**src/rtl/hazard_pkg.sv**
```systemverilog
// -----------------------------------------------------------------------------
// hazard_pkg
// Shared types and helpers for the 5-stage core pipeline sequencer.
//   fwd_sel_t   : execute-stage operand source select
//   RESULT_MEM  : ResultSrc encoding that marks a load
//   mem_state_t : data-memory wait FSM states
//   rd_hit      : "stage writes a non-x0 register that this source reads"
//   fwd_pick    : execute forward select, Memory stage beats Writeback
// -----------------------------------------------------------------------------
package hazard_pkg;

  typedef enum logic [1:0] {
    FWD_RF = 2'b00,
    FWD_W  = 2'b01,
    FWD_M  = 2'b10
  } fwd_sel_t;

  localparam logic [1:0] RESULT_MEM = 2'b01;

  typedef enum logic [0:0] {
    RUN  = 1'b0,
    WAIT = 1'b1
  } mem_state_t;

  // x0 is hardwired to zero, so a write to it never creates a dependency.
  function automatic logic rd_hit(input logic [4:0] rd,
                                  input logic       we,
                                  input logic [4:0] rs);
    return we && (rd != 5'd0) && (rd == rs);
  endfunction

  // The Memory stage holds the younger result, so it wins over Writeback.
  function automatic fwd_sel_t fwd_pick(input logic [4:0] rs,
                                        input logic [4:0] rd_m,
                                        input logic       we_m,
                                        input logic [4:0] rd_w,
                                        input logic       we_w);
    fwd_sel_t sel;
    if (rd_hit(rd_m, we_m, rs)) begin
      sel = FWD_M;
    end else if (rd_hit(rd_w, we_w, rs)) begin
      sel = FWD_W;
    end else begin
      sel = FWD_RF;
    end
    return sel;
  endfunction

endpackage

```
**src/rtl/hazard_ctrl_if.sv**
```systemverilog
// -----------------------------------------------------------------------------
// hazard_ctrl_if
// Bundle between the pipeline datapath and the hazard sequencer.
//   master : pipeline side, drives register ids / stage controls, receives
//            stall, flush, forward selects, mem_err and the perf counters
//   slave  : hazard_ctrl side
// Parameter CNT_W sizes the performance counters and must match the
// sequencer's CNT_W.
// -----------------------------------------------------------------------------
interface hazard_ctrl_if #(
  parameter int CNT_W = 32
);

  // Pipeline state seen by the sequencer
  logic [4:0]       Rs1D;
  logic [4:0]       Rs2D;
  logic             BranchD;
  logic             TakenD;
  logic [4:0]       Rs1E;
  logic [4:0]       Rs2E;
  logic [4:0]       RdE;
  logic             RegWriteE;
  logic [1:0]       ResultSrcE;
  logic             JumpE;
  logic [4:0]       RdM;
  logic             RegWriteM;
  logic [1:0]       ResultSrcM;
  logic             MemReqM;
  logic             MemReadyM;
  logic [4:0]       RdW;
  logic             RegWriteW;

  // Sequencer controls back to the pipeline
  logic             StallF;
  logic             StallD;
  logic             StallE;
  logic             StallM;
  logic             FlushD;
  logic             FlushE;
  logic             FlushW;
  logic [1:0]       ForwardAE;
  logic [1:0]       ForwardBE;
  logic             ForwardAD;
  logic             ForwardBD;
  logic             mem_err;
  logic [CNT_W-1:0] stall_cnt;
  logic [CNT_W-1:0] flush_cnt;

  modport master (
    output Rs1D, Rs2D, BranchD, TakenD, Rs1E, Rs2E, RdE, RegWriteE,
           ResultSrcE, JumpE, RdM, RegWriteM, ResultSrcM, MemReqM,
           MemReadyM, RdW, RegWriteW,
    input  StallF, StallD, StallE, StallM, FlushD, FlushE, FlushW,
           ForwardAE, ForwardBE, ForwardAD, ForwardBD, mem_err,
           stall_cnt, flush_cnt
  );

  modport slave (
    input  Rs1D, Rs2D, BranchD, TakenD, Rs1E, Rs2E, RdE, RegWriteE,
           ResultSrcE, JumpE, RdM, RegWriteM, ResultSrcM, MemReqM,
           MemReadyM, RdW, RegWriteW,
    output StallF, StallD, StallE, StallM, FlushD, FlushE, FlushW,
           ForwardAE, ForwardBE, ForwardAD, ForwardBD, mem_err,
           stall_cnt, flush_cnt
  );

endinterface

```
**src/rtl/forward_sel.sv**
```systemverilog
// -----------------------------------------------------------------------------
// forward_sel
// Purely combinational bypass selection.
//   Rs1E/Rs2E      : execute sources     -> fwd_ae / fwd_be (fwd_sel_t)
//   Rs1D/Rs2D      : decode sources      -> fwd_ad / fwd_bd (ALUOutM bypass
//                                           for the decode branch comparator)
//   RdM/RegWriteM  : memory-stage writer
//   RdW/RegWriteW  : writeback writer
// -----------------------------------------------------------------------------
module forward_sel
  import hazard_pkg::*;
(
  input  logic [4:0] Rs1D,
  input  logic [4:0] Rs2D,
  input  logic [4:0] Rs1E,
  input  logic [4:0] Rs2E,
  input  logic [4:0] RdM,
  input  logic       RegWriteM,
  input  logic [4:0] RdW,
  input  logic       RegWriteW,
  output fwd_sel_t   fwd_ae,
  output fwd_sel_t   fwd_be,
  output logic       fwd_ad,
  output logic       fwd_bd
);

  // Execute-stage operand selects
  always_comb begin
    fwd_ae = fwd_pick(Rs1E, RdM, RegWriteM, RdW, RegWriteW);
    fwd_be = fwd_pick(Rs2E, RdM, RegWriteM, RdW, RegWriteW);
  end

  // Decode-stage branch operands can only take ALUOutM; a load in M or any
  // writer in E is handled by br_stall in the sequencer instead.
  always_comb begin
    fwd_ad = rd_hit(RdM, RegWriteM, Rs1D);
    fwd_bd = rd_hit(RdM, RegWriteM, Rs2D);
  end

endmodule

```
**src/rtl/hazard_ctrl.sv**
```systemverilog
// -----------------------------------------------------------------------------
// hazard_ctrl
// Pipeline sequencer for the 5-stage core: stalls, flushes and forwarding
// selects, a data-memory wait FSM with watchdog, and saturating perf counters.
//   clk  : core clock
//   rst  : synchronous active-high reset
//   hz   : hazard_ctrl_if.slave (pipeline inputs, stall/flush/forward outputs,
//          mem_err, stall_cnt, flush_cnt)
// Parameters:
//   MEM_TIMEOUT : max consecutive MEM_WAIT cycles before forced release
//   CNT_W       : performance counter width
// -----------------------------------------------------------------------------
module hazard_ctrl
  import hazard_pkg::*;
#(
  parameter int MEM_TIMEOUT = 64,
  parameter int CNT_W       = 32
) (
  input  logic          clk,
  input  logic          rst,
  hazard_ctrl_if.slave  hz
);

  localparam int               WC_W      = $clog2(MEM_TIMEOUT + 1);
  localparam logic [WC_W-1:0]  TIMEOUT_V = WC_W'(MEM_TIMEOUT);
  localparam logic [WC_W-1:0]  WC_ONE    = WC_W'(1);
  localparam logic [CNT_W-1:0] CNT_MAX   = {CNT_W{1'b1}};
  localparam logic [CNT_W-1:0] CNT_ONE   = CNT_W'(1);

  mem_state_t       state_r;
  logic [WC_W-1:0]  wait_cnt_r;
  logic             mem_err_r;
  logic [CNT_W-1:0] stall_cnt_r;
  logic [CNT_W-1:0] flush_cnt_r;

  logic             mem_stall_s;
  logic             lw_stall_s;
  logic             br_stall_s;
  logic             hold_fd_s;
  logic             flush_d_s;
  logic             flush_e_s;
  fwd_sel_t         fwd_ae_s;
  fwd_sel_t         fwd_be_s;
  logic             fwd_ad_s;
  logic             fwd_bd_s;

  function automatic logic [CNT_W-1:0] sat_inc(input logic [CNT_W-1:0] v);
    logic [CNT_W-1:0] r;
    if (v == CNT_MAX) begin
      r = v;
    end else begin
      r = v + CNT_ONE;
    end
    return r;
  endfunction

  forward_sel u_forward_sel (
    .Rs1D      (hz.Rs1D),
    .Rs2D      (hz.Rs2D),
    .Rs1E      (hz.Rs1E),
    .Rs2E      (hz.Rs2E),
    .RdM       (hz.RdM),
    .RegWriteM (hz.RegWriteM),
    .RdW       (hz.RdW),
    .RegWriteW (hz.RegWriteW),
    .fwd_ae    (fwd_ae_s),
    .fwd_be    (fwd_be_s),
    .fwd_ad    (fwd_ad_s),
    .fwd_bd    (fwd_bd_s)
  );

  // Load-use and branch-operand hazards detected in Decode
  always_comb begin
    lw_stall_s = (hz.ResultSrcE == RESULT_MEM) &&
                 (rd_hit(hz.RdE, hz.RegWriteE, hz.Rs1D) ||
                  rd_hit(hz.RdE, hz.RegWriteE, hz.Rs2D));
    // The decode comparator cannot see an E result at all, nor a load
    // result still in M, so either one holds the branch for a cycle.
    br_stall_s = hz.BranchD &&
                 (rd_hit(hz.RdE, hz.RegWriteE, hz.Rs1D) ||
                  rd_hit(hz.RdE, hz.RegWriteE, hz.Rs2D) ||
                  ((hz.ResultSrcM == RESULT_MEM) &&
                   (rd_hit(hz.RdM, hz.RegWriteM, hz.Rs1D) ||
                    rd_hit(hz.RdM, hz.RegWriteM, hz.Rs2D))));
  end

  // Memory stall: a miss in RUN stalls at once; WAIT keeps stalling until
  // the ack arrives (released in the same cycle) or the watchdog expires.
  always_comb begin
    mem_stall_s = 1'b0;
    case (state_r)
      RUN:     mem_stall_s = hz.MemReqM && !hz.MemReadyM;
      WAIT:    mem_stall_s = !hz.MemReadyM && (wait_cnt_r < TIMEOUT_V);
      default: mem_stall_s = 1'b0;
    endcase
  end

  // Stall/flush combination; a memory stall freezes D/E so redirects wait
  // for the first non-stalled cycle (TakenD/JumpE persist meanwhile).
  always_comb begin
    hold_fd_s = mem_stall_s || lw_stall_s || br_stall_s;
    flush_e_s = !mem_stall_s && (lw_stall_s || br_stall_s || hz.JumpE);
    flush_d_s = !mem_stall_s && !lw_stall_s && !br_stall_s &&
                (hz.TakenD || hz.JumpE);
  end

  // Drive pipeline controls; reset forces bubbles everywhere and no stalls
  always_comb begin
    if (rst) begin
      hz.StallF    = 1'b0;
      hz.StallD    = 1'b0;
      hz.StallE    = 1'b0;
      hz.StallM    = 1'b0;
      hz.FlushD    = 1'b1;
      hz.FlushE    = 1'b1;
      hz.FlushW    = 1'b1;
      hz.ForwardAE = FWD_RF;
      hz.ForwardBE = FWD_RF;
      hz.ForwardAD = 1'b0;
      hz.ForwardBD = 1'b0;
    end else begin
      hz.StallF    = hold_fd_s;
      hz.StallD    = hold_fd_s;
      hz.StallE    = mem_stall_s;
      hz.StallM    = mem_stall_s;
      hz.FlushD    = flush_d_s;
      hz.FlushE    = flush_e_s;
      hz.FlushW    = mem_stall_s;
      hz.ForwardAE = fwd_ae_s;
      hz.ForwardBE = fwd_be_s;
      hz.ForwardAD = fwd_ad_s;
      hz.ForwardBD = fwd_bd_s;
    end
  end

  // Data-memory wait FSM with watchdog and sticky error flag
  always_ff @(posedge clk) begin
    if (rst) begin
      state_r    <= RUN;
      wait_cnt_r <= {WC_W{1'b0}};
      mem_err_r  <= 1'b0;
    end else begin
      case (state_r)
        RUN: begin
          if (hz.MemReqM && !hz.MemReadyM) begin
            state_r    <= WAIT;
            wait_cnt_r <= WC_ONE;
          end else begin
            state_r    <= RUN;
            wait_cnt_r <= {WC_W{1'b0}};
          end
        end
        WAIT: begin
          // An ack in the expiry cycle still completes the access cleanly.
          if (hz.MemReadyM) begin
            state_r    <= RUN;
            wait_cnt_r <= {WC_W{1'b0}};
          end else if (wait_cnt_r == TIMEOUT_V) begin
            state_r    <= RUN;
            wait_cnt_r <= {WC_W{1'b0}};
            mem_err_r  <= 1'b1;
          end else begin
            state_r    <= WAIT;
            wait_cnt_r <= wait_cnt_r + WC_ONE;
          end
        end
        default: begin
          state_r    <= RUN;
          wait_cnt_r <= {WC_W{1'b0}};
        end
      endcase
    end
  end

  // Saturating stall / flush performance counters
  always_ff @(posedge clk) begin
    if (rst) begin
      stall_cnt_r <= {CNT_W{1'b0}};
      flush_cnt_r <= {CNT_W{1'b0}};
    end else begin
      if (hold_fd_s) begin
        stall_cnt_r <= sat_inc(stall_cnt_r);
      end else begin
        stall_cnt_r <= stall_cnt_r;
      end
      if (flush_d_s || flush_e_s) begin
        flush_cnt_r <= sat_inc(flush_cnt_r);
      end else begin
        flush_cnt_r <= flush_cnt_r;
      end
    end
  end

  // Registered status outputs
  always_comb begin
    hz.mem_err   = mem_err_r;
    hz.stall_cnt = stall_cnt_r;
    hz.flush_cnt = flush_cnt_r;
  end

endmodule

```
**src/flat_wrapper.sv**
```systemverilog
// flat-port wrapper written by rule: the top's interface ports become plain ports
module hazard_ctrl_flat import hazard_pkg::*;
#(
  parameter int MEM_TIMEOUT = 64,
  parameter int CNT_W       = 32
)
  (clk, rst, hz_Rs1D, hz_Rs2D, hz_BranchD, hz_TakenD, hz_Rs1E, hz_Rs2E, hz_RdE, hz_RegWriteE, hz_ResultSrcE, hz_JumpE, hz_RdM, hz_RegWriteM, hz_ResultSrcM, hz_MemReqM, hz_MemReadyM, hz_RdW, hz_RegWriteW, hz_StallF, hz_StallD, hz_StallE, hz_StallM, hz_FlushD, hz_FlushE, hz_FlushW, hz_ForwardAE, hz_ForwardBE, hz_ForwardAD, hz_ForwardBD, hz_mem_err, hz_stall_cnt, hz_flush_cnt);
  hazard_ctrl_if #(.CNT_W(CNT_W)) hz_i ();
  input  logic clk;
  input  logic rst;
  input wire logic [$bits(hz_i.Rs1D)-1:0] hz_Rs1D;
  input wire logic [$bits(hz_i.Rs2D)-1:0] hz_Rs2D;
  input wire logic [$bits(hz_i.BranchD)-1:0] hz_BranchD;
  input wire logic [$bits(hz_i.TakenD)-1:0] hz_TakenD;
  input wire logic [$bits(hz_i.Rs1E)-1:0] hz_Rs1E;
  input wire logic [$bits(hz_i.Rs2E)-1:0] hz_Rs2E;
  input wire logic [$bits(hz_i.RdE)-1:0] hz_RdE;
  input wire logic [$bits(hz_i.RegWriteE)-1:0] hz_RegWriteE;
  input wire logic [$bits(hz_i.ResultSrcE)-1:0] hz_ResultSrcE;
  input wire logic [$bits(hz_i.JumpE)-1:0] hz_JumpE;
  input wire logic [$bits(hz_i.RdM)-1:0] hz_RdM;
  input wire logic [$bits(hz_i.RegWriteM)-1:0] hz_RegWriteM;
  input wire logic [$bits(hz_i.ResultSrcM)-1:0] hz_ResultSrcM;
  input wire logic [$bits(hz_i.MemReqM)-1:0] hz_MemReqM;
  input wire logic [$bits(hz_i.MemReadyM)-1:0] hz_MemReadyM;
  input wire logic [$bits(hz_i.RdW)-1:0] hz_RdW;
  input wire logic [$bits(hz_i.RegWriteW)-1:0] hz_RegWriteW;
  output wire logic [$bits(hz_i.StallF)-1:0] hz_StallF;
  output wire logic [$bits(hz_i.StallD)-1:0] hz_StallD;
  output wire logic [$bits(hz_i.StallE)-1:0] hz_StallE;
  output wire logic [$bits(hz_i.StallM)-1:0] hz_StallM;
  output wire logic [$bits(hz_i.FlushD)-1:0] hz_FlushD;
  output wire logic [$bits(hz_i.FlushE)-1:0] hz_FlushE;
  output wire logic [$bits(hz_i.FlushW)-1:0] hz_FlushW;
  output wire logic [$bits(hz_i.ForwardAE)-1:0] hz_ForwardAE;
  output wire logic [$bits(hz_i.ForwardBE)-1:0] hz_ForwardBE;
  output wire logic [$bits(hz_i.ForwardAD)-1:0] hz_ForwardAD;
  output wire logic [$bits(hz_i.ForwardBD)-1:0] hz_ForwardBD;
  output wire logic [$bits(hz_i.mem_err)-1:0] hz_mem_err;
  output wire logic [$bits(hz_i.stall_cnt)-1:0] hz_stall_cnt;
  output wire logic [$bits(hz_i.flush_cnt)-1:0] hz_flush_cnt;
  assign hz_i.Rs1D = hz_Rs1D;
  assign hz_i.Rs2D = hz_Rs2D;
  assign hz_i.BranchD = hz_BranchD;
  assign hz_i.TakenD = hz_TakenD;
  assign hz_i.Rs1E = hz_Rs1E;
  assign hz_i.Rs2E = hz_Rs2E;
  assign hz_i.RdE = hz_RdE;
  assign hz_i.RegWriteE = hz_RegWriteE;
  assign hz_i.ResultSrcE = hz_ResultSrcE;
  assign hz_i.JumpE = hz_JumpE;
  assign hz_i.RdM = hz_RdM;
  assign hz_i.RegWriteM = hz_RegWriteM;
  assign hz_i.ResultSrcM = hz_ResultSrcM;
  assign hz_i.MemReqM = hz_MemReqM;
  assign hz_i.MemReadyM = hz_MemReadyM;
  assign hz_i.RdW = hz_RdW;
  assign hz_i.RegWriteW = hz_RegWriteW;
  assign hz_StallF = hz_i.StallF;
  assign hz_StallD = hz_i.StallD;
  assign hz_StallE = hz_i.StallE;
  assign hz_StallM = hz_i.StallM;
  assign hz_FlushD = hz_i.FlushD;
  assign hz_FlushE = hz_i.FlushE;
  assign hz_FlushW = hz_i.FlushW;
  assign hz_ForwardAE = hz_i.ForwardAE;
  assign hz_ForwardBE = hz_i.ForwardBE;
  assign hz_ForwardAD = hz_i.ForwardAD;
  assign hz_ForwardBD = hz_i.ForwardBD;
  assign hz_mem_err = hz_i.mem_err;
  assign hz_stall_cnt = hz_i.stall_cnt;
  assign hz_flush_cnt = hz_i.flush_cnt;
  hazard_ctrl #(.MEM_TIMEOUT(MEM_TIMEOUT), .CNT_W(CNT_W)) u_core (.clk(clk), .rst(rst), .hz(hz_i));
endmodule
```
**config.mk**
```make
export PLATFORM = sky130hd
export DESIGN_NAME = hazard_ctrl_flat
export DESIGN_NICKNAME = d
export VERILOG_FILES = /design/src/rtl/hazard_pkg.sv /design/src/rtl/hazard_ctrl_if.sv /design/src/rtl/forward_sel.sv /design/src/rtl/hazard_ctrl.sv /design/src/flat_wrapper.sv
export SDC_FILE = /design/constraint.sdc
export NUM_CORES = 1
export LEC_CHECK = 0
export ABC_AREA = 1
export CORE_ASPECT_RATIO = 2
export CORE_MARGIN = 3
export CORE_UTILIZATION = 45
export DETAILED_ROUTE_END_ITERATION = 8
export GPL_TIMING_DRIVEN = 0
export PLACE_DENSITY = 0.81
export SLEW_MARGIN = 25
export SYNTH_ARGS = -nofsm -noshare
export SYNTH_HDL_FRONTEND = slang
export SYNTH_HIERARCHICAL = 1
export SYNTH_SLANG_ARGS = --single-unit
```
**constraint.sdc**
```tcl
create_clock -name clk -period 6.3 [get_ports clk]
set_clock_uncertainty 0.05 [all_clocks]
set_input_delay 1.89 -clock clk [delete_from_list [all_inputs] [get_ports clk]]
set_output_delay 1.89 -clock clk [all_outputs]
set_load 0.1 [all_outputs]
```
Word-level counts from Yosys, hierarchy flattened
Index checks and enable logic that the tools add are counted.
{"block": "op_classes", "bitwise": 4, "reduce_logical": 39, "n_addsub": 3, "n_mux": 22, "n_eq_ne": 13, "n_lt_le_gt_ge": 1}
{"operator": "adder 32 x 1 -> 32 bit, second input constant", "n": 2}
{"operator": "equality test 32 bit, second input constant", "n": 2}
{"operator": "equality test 5 bit", "n": 8}
{"operator": "logical AND 1 bit", "n": 20}
{"operator": "nonzero test 5 bit", "n": 3}
{"operator": "two-way mux 7 bit", "n": 2}
{"operator": "one-hot mux 7 bit (2 select lines)", "n": 1}
{"operator": "two-way mux 1 bit", "n": 13}
{"operator": "logical OR 1 bit", "n": 9}
{"operator": "two-way mux 2 bit", "n": 4}
{"operator": "adder 7 x 1 -> 7 bit, second input constant", "n": 1}
{"operator": "equality test 7 bit, second input constant", "n": 1}
{"operator": "< comparator 7 bit, second input constant", "n": 1}
{"operator": "equality test 2 x 1 -> 1 bit, second input constant", "n": 2}
{"operator": "zero test 1 bit", "n": 4}
{"operator": "NOT 1 bit", "n": 4}
{"operator": "one-hot mux 1 bit (2 select lines)", "n": 2}
{"operator": "AND reduction 2 bit", "n": 2}
{"operator": "AND reduction 3 bit", "n": 1}
{"block": "word_totals", "register_bits": 73, "input_bits": 49, "output_inout_bits": 78, "word_cells": 87}

Longest topological paths before layout
Gate-level depths: netlist of run 1.
{"block": "depth", "ltp_word": 12, "depth_mapped": 17, "depth_no_buf": 16}

By module
The synthesis of run 1 kept the hierarchy.
{"module": "hazard_ctrl", "n_inst": 1, "seq_area_each_um2": 1461.4, "cells_each": 798, "area_per_inst_um2": 4809.6}
{"module": "forward_sel", "n_inst": 1, "seq_area_each_um2": 0.0, "cells_each": 94, "area_per_inst_um2": 513.0}

Least setup slack after synthesis of run 1
No wires, ideal clock.
{"block": "synth_timing", "path_kind": "input-to-output", "from": "in hz_Rs2D[1]", "to": "out hz_StallF", "stages": 11, "t_required_ps": 4360, "slack_ps": -54, "arrival_time_ps": 4414, "cell_sequence": "inv_1 nand2_1 nand2_1 nor2_1 nand3_1 nand2_1 nand2_1 nand2_1 nand2_2 a21oi_1 buf_4"}
{"block": "synth_between", "elab_chain_cells": 8}
{"element": "from (decl)", "line_no": "flat_wrapper.sv:12", "text": "input wire logic [$bits(hz_i.Rs2D)-1:0] hz_Rs2D;"}
{"element": "equality test 5 bit", "line_no": "hazard_pkg.sv:29", "text": "return we && (rd != 5'd0) && (rd == rs);"}
{"element": "logical AND 1 bit", "line_no": "hazard_pkg.sv:29"}
{"element": "logical OR 1 bit", "line_no": "hazard_ctrl.sv:83", "text": "(rd_hit(hz.RdM, hz.RegWriteM, hz.Rs1D) ||"}
{"element": "logical AND 1 bit", "line_no": "hazard_ctrl.sv:82", "text": "((hz.ResultSrcM == RESULT_MEM) &&"}
{"element": "logical OR 1 bit", "line_no": "hazard_ctrl.sv:81", "text": "rd_hit(hz.RdE, hz.RegWriteE, hz.Rs2D) ||"}
{"element": "logical AND 1 bit", "line_no": "hazard_ctrl.sv:79", "text": "br_stall_s = hz.BranchD &&"}
{"element": "logical OR 1 bit *", "line_no": "hazard_ctrl.sv:101", "text": "hold_fd_s = mem_stall_s || lw_stall_s || br_stall_s;"}
{"element": "two-way mux 1 bit *"}
{"element": "to (decl)", "line_no": "flat_wrapper.sv:28", "text": "output wire logic [$bits(hz_i.StallF)-1:0] hz_StallF;"}
Every way passes the cells marked *; elsewhere a longest branch is shown, timed or not.

Worst setup path after layout of run 1
{"block": "layout_timing", "from": "in hz_RdM[4]", "to": "out hz_ForwardBD"}
{"block": "layout_between", "elab_chain_cells": 4}
{"element": "from (decl)", "line_no": "flat_wrapper.sv:21", "text": "input wire logic [$bits(hz_i.RdM)-1:0] hz_RdM;"}
{"element": "nonzero test 5 bit", "line_no": "hazard_pkg.sv:29"}
{"element": "logical AND 1 bit", "line_no": "hazard_pkg.sv:29"}
{"element": "logical AND 1 bit *", "line_no": "hazard_pkg.sv:29"}
{"element": "named net u_core.fwd_bd_s", "line_no": "hazard_ctrl.sv:45", "text": "logic fwd_bd_s;"}
{"element": "two-way mux 1 bit *", "line_no": "hazard_ctrl.sv:109", "text": "if (rst) begin"}
{"element": "to (decl)", "line_no": "flat_wrapper.sv:38", "text": "output wire logic [$bits(hz_i.ForwardBD)-1:0] hz_ForwardBD;"}
Mark *: on every way through the listed nets, which the timed path passes. The rest lies on a longest branch.

==> qor.txt, run 1 <==
Area Growth Syn to Fin = 33.4%
CP Launch Type = input pin
EDFF count, synth = 0
Comb power frac = 20.6%
Vias/cell = 5.18
Post-Synth Adder-Cell Area = 0.940%
Final setup violation count = 0
Mapped Area = 5320 sq um
final worst-path cycle share = 98.2%
RSZ-0062 raised after global routing = false
Setup TNS Final = 0 ps
Residual DRC = 0
Iter 0 DRT Violations = 268
final hold violation count = 0
setup bufs post-CTS = 0
synthesized flop and latch total = 73
Post-Layout Cell Count = 1,175
R2R cell count = 12
CTS root buffer = clkbuf_16
Final Cell Area = 7100 sq um
sequential area share after synthesis = 27.5%
average size of a mapped cell = 5.97 sq um
Synth top area share = 27.5%
vias in the first global route = 5,913
total track usage = 25.0%
Worst setup startpoint = hz_RdM[4]
clk sinks = 73
Worst Path Arrival = 4250 ps
Die ar. = 13,200 sq um
Final ANT Viol Nets = 0
clock transition at the registers of the reported paths = 60 ps
worst-path fanout max = 5
Slew Limit Fails = 0
critical path cell sequence = clkdlybuf4s50_1 -> buf_2 -> xnor2_1 -> nand3_1 -> nor3_1 -> inv_1 -> nor2_1 -> dlygate4sd2_1
CTS tree = done
Top FF cell, synth = dfxtp_1
initial antenna violation count = 0
cell depth of the worst setup path = 8
Post-Synth XOR/XNOR Area = 9.87%
run status = complete, no violations
Starting Density = 46.6%
# H-tree levels = 3
Worst EP required = 4360 ps
routability cong. = 0.971
Multi-input gate area = 3230 sq um
r2r endpoint = u_core/hz.flush_cnt[29]$_SDFFE_PP0P_
Worst path slowest cell = dlygate4sd2_1
worst reg2reg setup slack = 3880 ps
worst hold path class = register to register
Worst-Skew Late Latency = 330 ps
Clock Power Share = 44.6%
# IOs = 127
nets = 1,081
Seq pwr share = 34.8%
dpl cells = 1,159
First-pass DRT Iterations = 5
Hold Worst Slack = 431 ps
RR Startpoint = u_core/hz.flush_cnt[0]$_SDFFE_PP0P_
Sw Ratio = 28.9%
first-pass GRT wire length = 27,000 um
routed vias = 6,092
YS warnings = 6
maximum VDD drop = 148 uV
dpl hpwl = 13,800 um
fill count = 1,102
share of cells above drive strength 1 = 6.97%
max cap viols = 0
Sequential cell area = 1460 sq um
CP top delay family = buffers and inverters
total power per unit cell area = 194 nW/um^2
core area = 11,400 sq um
simple-gate share of the synthesized area = 43.4%
Net Sw Power = 398 uW
total power = 1.38 mW
Pint = 980 uW
Compound-Gate Fraction of Synth Area = 6.49%
Setup crit end kind = output port
leakage power = 3.07 nW
# hold bufs at CTS = 0
mux share of post-synthesis cell area = 0%
Slew headroom = 32.1%
CTS Buf Count = 9
number of buffers and inverters on the critical path = 4
largest family of logic cells by synthesized area = simple AND/OR/NAND/NOR gates
Buffers on Ports = 125
cell count after synthesis = 892
Place WS = -404 ps
most area-consuming cells after synthesis = dfxtp_1 (27%), nand2_1 (21%), inv_1 (8.3%)
slowest cell delay on critical path = 870 ps
antenna cells = 0
asr flop ratio synth = 0%
Yosys cell types = 38
routed len/inst = 14.4 um
minimum clock period = 6190 ps
Bufs on Longest Clock Path = 2
placed cell areas = 6760 sq um
die width = 82.9 um
Std-Cell Rows = 55
final core occ = 62.1%
largest net degree at the start of global routing = 13
Final WS setup = 114 ps
Tightest Pin Transition = 1020 ps
critical setup path kind = input pin to output port
GRT overflow = 0
Max Freq = 162 MHz
CP Capture Point = hz_ForwardBD
Die Y = 160 um
Post-Syn Nets = 945
WL final = 16,900 um
area leader, netlist = dfxtp_1
cells in the mapped netlist, types with 2 or more instances:
| cell type | count |
|---|---|
| buf_6 | 2 |
| xnor2_1 | 28 |
| ha_1 | 4 |
| nand3_2 | 2 |
| inv_1 | 117 |
| nand2_1 | 293 |
| nor3_1 | 25 |
| nor2_2 | 9 |
| buf_2 | 9 |
| clkbuf_1 | 5 |
| o21bai_1 | 2 |
| nor3_2 | 2 |
| nand3_1 | 51 |
| nand2_2 | 4 |
| nand3b_1 | 4 |
| nor4_1 | 12 |
| a21oi_1 | 47 |
| xor2_1 | 32 |
| inv_2 | 9 |
| o21ai_0 | 7 |
| nand4_1 | 18 |
| buf_4 | 9 |
| dfxtp_1 | 73 |
| nor2_1 | 114 |
kinds of logic (layout without fill, tap and decap cells):
kind of cell / count (synthesis) / count (layout)
DFF: 73 / 73
and+or+nand+nor: 540 / 540
adders and majority gates: 4 / 4
xor gates and xnor gates: 60 / 60
AOI/OAI and AO/OA: 63 / 63
buffers and inverters: 152 / 293
registers in the layout (all words and copies together) (netlist names):
name,cells
u_core/hz.stall_cnt,32
u_core/hz.mem_err,1
u_core/hz.flush_cnt,32
u_core/state_r,1
u_core/wait_cnt_r,7
power groups by stage:
stage / combinational [mW] / sequential, mW / clock, mW
2_1_floorplan: 0.135 / 0.541 / 0
3_3_place_gp: 0.282 / 0.490 / 0
3_5_place_dp: 0.285 / 0.490 / 0
4_1_cts: 0.284 / 0.480 / 0.626
5_1_grt: 0.302 / 0.481 / 0.650
6_report: 0.284 / 0.480 / 0.615
cell usage in the layout, fill, tap and decap left out, types with 11 or more instances in the layout:
master           instances
xor2_1                  32
xnor2_1                 28
nor2_1                 114
clkdlybuf4s50_1        113
nand4_1                 18
nor3_1                  25
nand2_1                293
dfxtp_1                 73
a21oi_1                 46
inv_1                  117
nand3_1                 51
buf_2                   11
nor4_1                  12
final cells by class:
type	instances	area share, %
multi-input cells	667	45.6
flip-flops and latches	73	20.6
clock inverters	4	1.37
well taps	142	2.50
clock buffers	12	3.75
plain buffers	26	2.22
repair buffers	125	17.3
inverters	126	6.66
tightest hold or removal path, stage by stage (launching register included):
cell	delay, ps
dfxtp_1	320
nand2_1	60
a21oi_1	50
repair_timing:
action                                  CTS  global route
resized for setup                        18             6
endpoints found under the setup margin   11             4
gates cloned                              0             0
worst min-delay path by stage:
stage,startpoint,end,slack (ps),depth (start not counted)
after detailed placement,u_core/wait_cnt_r[0]$_SDFF_PP0_,u_core/wait_cnt_r[0]$_SDFF_PP0_,420,1
after global routing,u_core/wait_cnt_r[0]$_SDFF_PP0_,u_core/wait_cnt_r[0]$_SDFF_PP0_,460,1
after floorplan,u_core/wait_cnt_r[0]$_SDFF_PP0_,u_core/wait_cnt_r[0]$_SDFF_PP0_,400,1
after CTS,u_core/hz.stall_cnt[31]$_SDFFE_PP0P_,u_core/hz.stall_cnt[31]$_SDFFE_PP0P_,430,2
after global placement,u_core/hz.stall_cnt[26]$_SDFFE_PP0P_,u_core/hz.stall_cnt[26]$_SDFFE_PP0P_,420,2
final,u_core/hz.stall_cnt[31]$_SDFFE_PP0P_,u_core/hz.stall_cnt[31]$_SDFFE_PP0P_,430,2
metal layers:
| metal | vias to the layer above | wire [um] | track usage [%] |
|---|---|---|---|
| met4 | 0 | 1110 | 16.7 |
| met2 | 247 | 9390 | 49.6 |
| li1 | 3045 | - | - |
| met1 | 2723 | 5620 | 22.1 |
| met5 | - | 0 | 0 |
| met3 | 77 | 817 | 4.18 |
Power figures use the tool's default switching activity.
==> run 2: changes to the inputs <==
Settings changed: TNS_END_PERCENT from default to 30.
==> run 2 against run 1 <==
Effect of this change: largest cell class unchanged; largest power group unchanged; via count about the same; sequential power barely moved; fmax unchanged; cell count is the same; sequential share of layout area hardly changed; critical path depth stayed put; critical endpoint unchanged; clock power barely moved; setup slack is the same.
==> qor.txt, run 2 (synthesis gave the netlist of run 1 again) <==
Final ANT Viol Nets = 0 (unchanged)
Worst EP required = 4360 ps (about the same)
Std-Cell Rows = 55 (unchanged)
maximum VDD drop = 148 uV (unchanged)
worst-path fanout max = 5 (unchanged)
Worst setup startpoint = hz_RdM[4] (unchanged)
WL final = 16,900 um (about the same)
Die Y = 160 um (unchanged)
placed cell areas = 6760 sq um (unchanged)
largest net degree at the start of global routing = 13 (unchanged)
Buffers on Ports = 125 (unchanged)
RSZ-0062 raised after global routing = false (unchanged)
dpl hpwl = 13,800 um (unchanged)
routed vias = 6,089 (was 6,092)
vias in the first global route = 5,913 (unchanged)
total track usage = 25.0% (unchanged)
nets = 1,081 (unchanged)
RR Startpoint = u_core/hz.flush_cnt[0]$_SDFFE_PP0P_ (unchanged)
Hold Startpoint = u_core/hz.stall_cnt[31]$_SDFFE_PP0P_ (unchanged)
final hold violation count = 0 (unchanged)
share of cells above drive strength 1 = 7.07% (was 6.97%)
Residual DRC = 0 (unchanged)
routed len/inst = 14.4 um (about the same)
CP Launch Type = input pin (unchanged)
Worst-Skew Late Latency = 330 ps (about the same)
Slew Limit Fails = 0 (unchanged)
# H-tree levels = 3 (unchanged)
First-pass DRT Iterations = 5 (unchanged)
worst hold path class = register to register (unchanged)
Tightest Pin Transition = 1020 ps (unchanged)
commonest non-fill, non-tap cell in the layout = nand2_1 (unchanged)
Area Growth Syn to Fin = 33.4% (about the same)
Iter 0 DRT Violations = 268 (unchanged)
Setup crit end kind = output port (unchanged)
Worst Path Arrival = 4250 ps (about the same)
final core occ = 62.2% (was 62.1%)
Slew headroom = 32.1% (unchanged)
Bufs on Longest Clock Path = 2 (unchanged)
core area = 11,400 sq um (unchanged)
# hold bufs at CTS = 0 (unchanged)
run status = complete, no violations (unchanged)
antenna cells = 0 (unchanged)
Starting Density = 46.6% (unchanged)
initial antenna violation count = 0 (unchanged)
Final setup violation count = 0 (unchanged)
CTS tree = done (unchanged)
clk sinks = 73 (unchanged)
CTS Buf Count = 9 (unchanged)
final worst-path cycle share = 98.2% (unchanged)
minimum clock period = 6190 ps (unchanged)
Hold Worst Slack = 431 ps (unchanged)
leakage power = 3.07 nW (about the same)
die width = 82.9 um (unchanged)
Die ar. = 13,200 sq um (unchanged)
Final Cell Area = 7100 sq um (about the same)
Max Freq = 162 MHz (unchanged)
max cap viols = 0 (unchanged)
total power per unit cell area = 194 nW/um^2 (about the same)
total power = 1.38 mW (about the same)
GRT overflow = 0 (unchanged)
# IOs = 127 (unchanged)
most frequent cells in the layout = nand2_1 (293), inv_1 (117), nor2_1 (114) (unchanged)
first-pass GRT wire length = 27,000 um (unchanged)
Vias/cell = 5.18 (about the same)
critical setup path kind = input pin to output port (unchanged)
routability cong. = 0.971 (unchanged)
clock transition at the registers of the reported paths = 60 ps (about the same)
CTS root buffer = clkbuf_16 (unchanged)
run 2: changes by cell type in the layout (fill, tap and decap cells not counted), sizes merged:
cell	previous run	this run
dlygate4sd2	7	6
buf	23	24
run 2: repair_timing:
item,in CTS,in global routing
setup endpoints to repair,11,4
cloned,0,0
setup buffers,0,0
resized for setup,18,5
run 2: metrics by stage:
step	setup TNS (ps)	std cells	setup slack, ps
global route	0	1175	30.1
CTS	0	1175	26.5
global placement	-2070	1159	-387
detailed placement	-2170	1159	-404
floorplan	0	892	135
finish	0	1175	114
run 2: worst paths after layout:
check	slack, ps	end	depth (start not counted)
setup / recovery	110	hz_ForwardBD	8
hold / removal	430	u_core/hz.stall_cnt[31]$_SDFFE_PP0P_	2
setup reg to reg	3880	u_core/hz.flush_cnt[29]$_SDFFE_PP0P_	12
hold reg to reg	430	u_core/hz.stall_cnt[31]$_SDFFE_PP0P_	2
run 2: worst max-delay path, stage by stage:
cell and delay, ps:
clkdlybuf4s50_1 530, buf_2 270, xnor2_1 220, nand3_1 130
nor3_1 190, inv_1 60, nor2_1 70, dlygate4sd2_1 870
run 2: layout make-up:
cell class	count	area [sq um]
Sequential cell	73	1460
Fill cell	1102	4320
Inverter	126	473
Multi-Input combinational cell	667	3230
Tap cell	142	178
Clock buffer	12	267
Timing Repair Buffer	125	1230
Buffer	26	158
Clock inverter	4	97.6
run 2: power by group:
part	internal (mW)	leakage (nW)	switching, mW	total [mW]
sequential	0.470	0.590	0.00968	0.480
clock	0.419	0.175	0.195	0.615
combinational	0.0911	2.30	0.193	0.284
total	0.981	3.07	0.398	1.38
run 2: per-layer routing:
layer / up-vias / GRT usage [%] / share of wire [%]
met2: 247 / 49.6 / 55
met3: 77 / 4.18 / 4.8
li1: 3045 / - / -
met1: 2720 / 22.1 / 33
met5: - / 0 / 0
met4: 0 / 16.7 / 6.5
